File: src/rtl/output_writeback_ctrl.sv
// rtl/output_writeback_ctrl.sv - result-word FIFO and dual-port write packer for the output memory
// Buffers upstream words and issues them as address/data pairs on two write ports per job.
module output_writeback_ctrl #(
  parameter int DATA_W     = 512,
  parameter int ADDR_W     = 8,
  parameter int FIFO_DEPTH = 4
) (
  input  logic              clk,
  input  logic              reset,
  input  logic              start,
  input  logic [ADDR_W-1:0] base_addr,
  input  logic [7:0]        tile_count,
  input  logic              res_valid,
  input  logic [DATA_W-1:0] res_data,
  output logic              res_ready,
  output logic [ADDR_W-1:0] addr_1_out,
  output logic [DATA_W-1:0] data_1_out,
  output logic              package_1_valid_out,
  output logic [ADDR_W-1:0] addr_2_out,
  output logic [DATA_W-1:0] data_2_out,
  output logic              package_2_valid_out,
  output logic              busy,
  output logic              done,
  output logic [7:0]        words_written
);

  localparam int PTR_W = (FIFO_DEPTH > 1) ? $clog2(FIFO_DEPTH) : 1;
  localparam int CNT_W = PTR_W + 1;
  localparam logic [CNT_W-1:0] DEPTH_C = CNT_W'(FIFO_DEPTH);
  localparam logic [CNT_W-1:0] TWO_C   = CNT_W'(2);
  localparam logic [CNT_W-1:0] ONE_C   = CNT_W'(1);

  typedef enum logic [1:0] {S_IDLE, S_RUN, S_LAST, S_DONE} state_t;

  state_t            state;
  state_t            state_n;
  logic [DATA_W-1:0] fifo_mem [FIFO_DEPTH];
  logic [PTR_W-1:0]  wr_ptr;
  logic [PTR_W-1:0]  rd_ptr;
  logic [CNT_W-1:0]  fifo_count;
  logic [7:0]        accepted;
  logic [7:0]        tile_q;
  logic [ADDR_W-1:0] next_addr;
  logic [1:0]        pop_n;
  logic              push;
  logic              job_start;

  // Ready depends only on registered state so upstream valid never loops back combinationally.
  assign res_ready = (state == S_RUN) && (fifo_count < DEPTH_C) && (accepted < tile_q);
  assign push      = res_valid && res_ready;
  assign job_start = (state == S_IDLE) && start;

  always_ff @(posedge clk) begin
    if (!reset) state <= S_IDLE;
    else        state <= state_n;
  end

  always_comb begin
    state_n = state;
    case (state)
      S_IDLE: if (start) state_n = (tile_count == 8'd0) ? S_DONE : S_RUN;
      S_RUN:  if ((pop_n != 2'd0) && ((words_written + 8'(pop_n)) == tile_q)) state_n = S_LAST;
      S_LAST: state_n = S_DONE;
      S_DONE: state_n = S_IDLE;
      default: state_n = S_IDLE;
    endcase
  end

  // A lone word is only flushed once the whole job has arrived; otherwise wait to pair it.
  always_comb begin
    pop_n = 2'd0;
    if (state == S_RUN) begin
      if (fifo_count >= TWO_C)                             pop_n = 2'd2;
      else if ((fifo_count == ONE_C) && (accepted == tile_q)) pop_n = 2'd1;
    end
  end

  always_ff @(posedge clk) begin
    if (push) fifo_mem[wr_ptr] <= res_data;
  end

  always_ff @(posedge clk) begin
    if (!reset) begin
      wr_ptr              <= '0;
      rd_ptr              <= '0;
      fifo_count          <= '0;
      accepted            <= '0;
      tile_q              <= '0;
      next_addr           <= '0;
      words_written       <= '0;
      addr_1_out          <= '0;
      data_1_out          <= '0;
      package_1_valid_out <= 1'b0;
      addr_2_out          <= '0;
      data_2_out          <= '0;
      package_2_valid_out <= 1'b0;
      busy                <= 1'b0;
      done                <= 1'b0;
    end else begin
      package_1_valid_out <= (pop_n != 2'd0);
      package_2_valid_out <= (pop_n == 2'd2);
      busy                <= (state_n != S_IDLE);
      done                <= (state_n == S_DONE);
      if (job_start) begin
        tile_q        <= tile_count;
        next_addr     <= base_addr;
        accepted      <= '0;
        words_written <= '0;
        wr_ptr        <= '0;
        rd_ptr        <= '0;
        fifo_count    <= '0;
      end else begin
        if (push) begin
          wr_ptr   <= wr_ptr + 1'b1;
          accepted <= accepted + 8'd1;
        end
        if (pop_n != 2'd0) begin
          addr_1_out    <= next_addr;
          data_1_out    <= fifo_mem[rd_ptr];
          rd_ptr        <= rd_ptr + PTR_W'(pop_n);
          next_addr     <= next_addr + ADDR_W'(pop_n);
          words_written <= words_written + 8'(pop_n);
        end
        if (pop_n == 2'd2) begin
          addr_2_out <= next_addr + 1'b1;
          data_2_out <= fifo_mem[rd_ptr + 1'b1];
        end
        fifo_count <= fifo_count + CNT_W'(push) - CNT_W'(pop_n);
      end
    end
  end

endmodule

File: config.mk
export PLATFORM = sky130hd
export DESIGN_NAME = output_writeback_ctrl
export DESIGN_NICKNAME = d
export VERILOG_FILES = /design/src/rtl/output_writeback_ctrl.sv
export SDC_FILE = /design/constraint.sdc
export NUM_CORES = 2
export LEC_CHECK = 0
export ABC_AREA = 1
export CAP_MARGIN = 10
export CORE_AREA = 8 8 605 607
export CTS_CLUSTER_DIAMETER = 150
export DETAILED_ROUTE_END_ITERATION = 7
export DIE_AREA = 0 0 613 615
export PLACE_DENSITY_LB_ADDON = 0.08
export SLEW_MARGIN = 15
export SYNTH_ARGS = -nofsm -noshare
export SYNTH_HDL_FRONTEND = slang
export SYNTH_SLANG_ARGS = --single-unit
File: constraint.sdc
create_clock -name clk -period 34.2 [get_ports clk]
set_input_delay 5.13 -clock clk [delete_from_list [all_inputs] [get_ports clk]]
set_output_delay 5.13 -clock clk [all_outputs]
set_load 0.05 [all_outputs]
==> flow_summary.yaml <==
global_routing:
  globalRoute.totalOverflow: 0
  grt_max_degree: 252
  grt.total_usage: 0.254
  grt_antenna_before_repair: 189
  grt_pass1_vias: 94100
  grt_pass1_wl_um: 709000
sta:
  max_slew_margin: 0.186
  worst_slew_pin_slew_ps: 1220
  maxSlewViolCount: 0
  hold_viol_final: 0
  fin_crit_ps: 10020
  finalSetupTns_ps: 0
  setup_violations: 0
  fmax_mhz: 99.8
  period_share: 0.293
  rsz0062_at_grt: "false"
  skew_ps: 56.5
  hold_ws_ps: 478
routing:
  wl_um: 506000
  dr.pass1.iters: 6
  drt_iter0_markers: 8791
  vias: 100000
  drt-vias-per-instance: 5.45
  drc: 0
  drtAntennaViolNets: 0
  post_drt_wl_per_cell_um: 27.6
cts:
  cts_tree: "yes"
  ctsHoldBuffers: 0
  clockBufferDepth: 4
  htree_num_levels: 5
  cts-root-buf: "clkbuf_16"
  post_cts_buffers: 0
  clock_sinks: 3133
  cts_resized: 0
  cts_buffers: 353
  path_clk_slew_ps: 60
  clk_latency_ps: 930
min_path:
  worst_hold_path_type: "reg2reg"
  min-delay-start: "addr_2_out[6]"
  holdPathEnd: "addr_2_out[6]"
  hold_path_depth: 2
synth:
  synth_seq_cells: 3133
  ys.flop_type: "edfxtp_1"
  ys_types: 37
  synth_area_um2: 126000
  async_flop_share: 0
  synth_nets: 12600
  synth_seq_area_share: 0.661
  syn_area_per_cell_um2: 10.4
  synth_edf_count: 2048
  yosys_warnings: 0
  postSynthCellCount: 12100
floorplanning:
  die_x_um: 613
  rows: 220
  die-area_um2: 377000
  die_h_um: 615
  start_util: 0.352
  core_area_um2: 357000
  pin_count: 1585
final_layout:
  area_growth_pct: 24.4
  mostFrequentLayoutCells: "edfxtp_1, o21ai_0, nand2_1, clkdlybuf4s50_1, a21oi_1"
  drive_gt1_frac: 0.0505
  finalCoreUtilization: 0.438
  finalNonFillerCells: 18400
  fin_nets: 13700
  fin_area_um2: 156000
  final_common_cell: "edfxtp_1"
critical_path:
  regToRegSetupSlack_ps: 27720
  worstReg2RegStart: "tile_q[1]"
  path_max_fanout: 127
  crit_type: "in2reg"
  crit_required_ps: 34740
  crit_arrival_ps: 10560
  end_kind: "register"
  worstReg2RegEnd: "fifo_mem[0][262]"
  rr_worst_depth: 12
  critPathLaunchType: "input pin"
place:
  io_buffers: 1584
  dp.cells: 17600
  place_hpwl_um: 311000
  gp_congestion: 0.861
  post_dp_cell_area_um2: 145000
power:
  irDropWorstVdd_mv: 0.0410
  powerDensity_nw_per_um2: 53.1
  total_leakage_power_nw: 53.8
outcome:
  status: "complete, no violations"
job:
  maxCapViolCount: 0
[where the power goes]
group | internal (W) | total, W | switching, W | leakage [nW]
registers | 0.00409 | 0.00412 | 0.0000319 | 27.2
logic | 0.000114 | 0.000340 | 0.000226 | 20.8
clock network | 0.00227 | 0.00385 | 0.00158 | 5.76
[logic make-up after synthesis]
| logic type | share of synthesized area |
|---|---|
| xor+xnor | 0.00136 |
| flops | 0.661 |
| simple gates | 0.0857 |
| buf+inv | 0.0522 |
| fa+ha+maj | 0.00266 |
| compound gates | 0.197 |
[layer usage]
metal  routed length [µm]  vias up  GRT usage
li1                     -    45600          -
met3                38800      997     0.0572
met1               196000    49400      0.306
met4                30000       58      0.150
met2               241000     3992      0.416
met5                  383        -          0
[how the worst max path moves through the flow]
stage / startpoint / slack, ps / endpoint
floorplan: res_valid / 6020 / fifo_mem[0][0]
global placement: res_valid / 23220 / fifo_mem[2][395]
detailed placement: res_valid / 23230 / fifo_mem[0][275]
CTS: res_valid / 24240 / fifo_mem[0][382]
global route: res_valid / 24060 / fifo_mem[0][279]
finish: res_valid / 24180 / fifo_mem[0][262]
[registers in the layout (all words and copies together) (netlist names)]
register / cells
accepted: 8
state: 2
data_2_out: 512
package_1_valid_out: 1
addr_1_out: 8
busy: 1
fifo_mem: 2048
fifo_count: 3
next_addr: 8
data_1_out: 512
words_written: 8
tile_q: 8
package_2_valid_out: 1
done: 1
rd_ptr: 2
wr_ptr: 2
addr_2_out: 8
[per-stage QoR]
stage,power (W),worst slack [ps]
6_report,0.00831,24180
5_1_grt,0.00856,24060
4_1_cts,0.00839,24240
3_5_place_dp,0.00454,23230
3_3_place_gp,0.00454,23220
2_1_floorplan,0.00438,6020
[worst max-delay path: stages]
cell and delay, ps:
clkdlybuf4s50_1 630, nand2_2 340, nor2_4 160, buf_4 490, buf_12 690, buf_4 860, buf_4 830, buf_4 830
[cell usage after synthesis, types with 2 or more instances]
cell type / instances / area [µm²]
a31oi_1: 788 / 4930
nand2_1: 1647 / 6180
a21oi_1: 1215 / 6080
o21ai_0: 2000 / 10000
nand3_1: 33 / 165
a221oi_1: 88 / 771
clkbuf_2: 16 / 80.1
ha_1: 22 / 275
inv_2: 8 / 30.0
inv_1: 521 / 1960
dfxtp_1: 1085 / 21700
buf_4: 65 / 488
nand4_1: 6 / 37.5
o211ai_1: 275 / 2060
xnor2_1: 10 / 87.6
xor2_1: 7 / 61.3
edfxtp_1: 2048 / 61500
buf_1: 41 / 154
fa_1: 3 / 60.1
nand2_2: 2 / 12.5
o21ai_1: 170 / 851
clkbuf_1: 355 / 1330
buf_2: 503 / 2520
nor3_1: 2 / 10.0
nor2_1: 1157 / 4340
[layout make-up]
type                       count  area (µm²)
antenna                      106         265
clock buffer                 517       10200
clock inverter               140        1530
fill                       33200      201000
inverter                     530        2030
multi-input combinational   7435       36100
sequential                  3133       83200
tap                         4773        5970
timing repair buffer        1723       17200
Note: power is estimated with default switching activity, not from simulation.
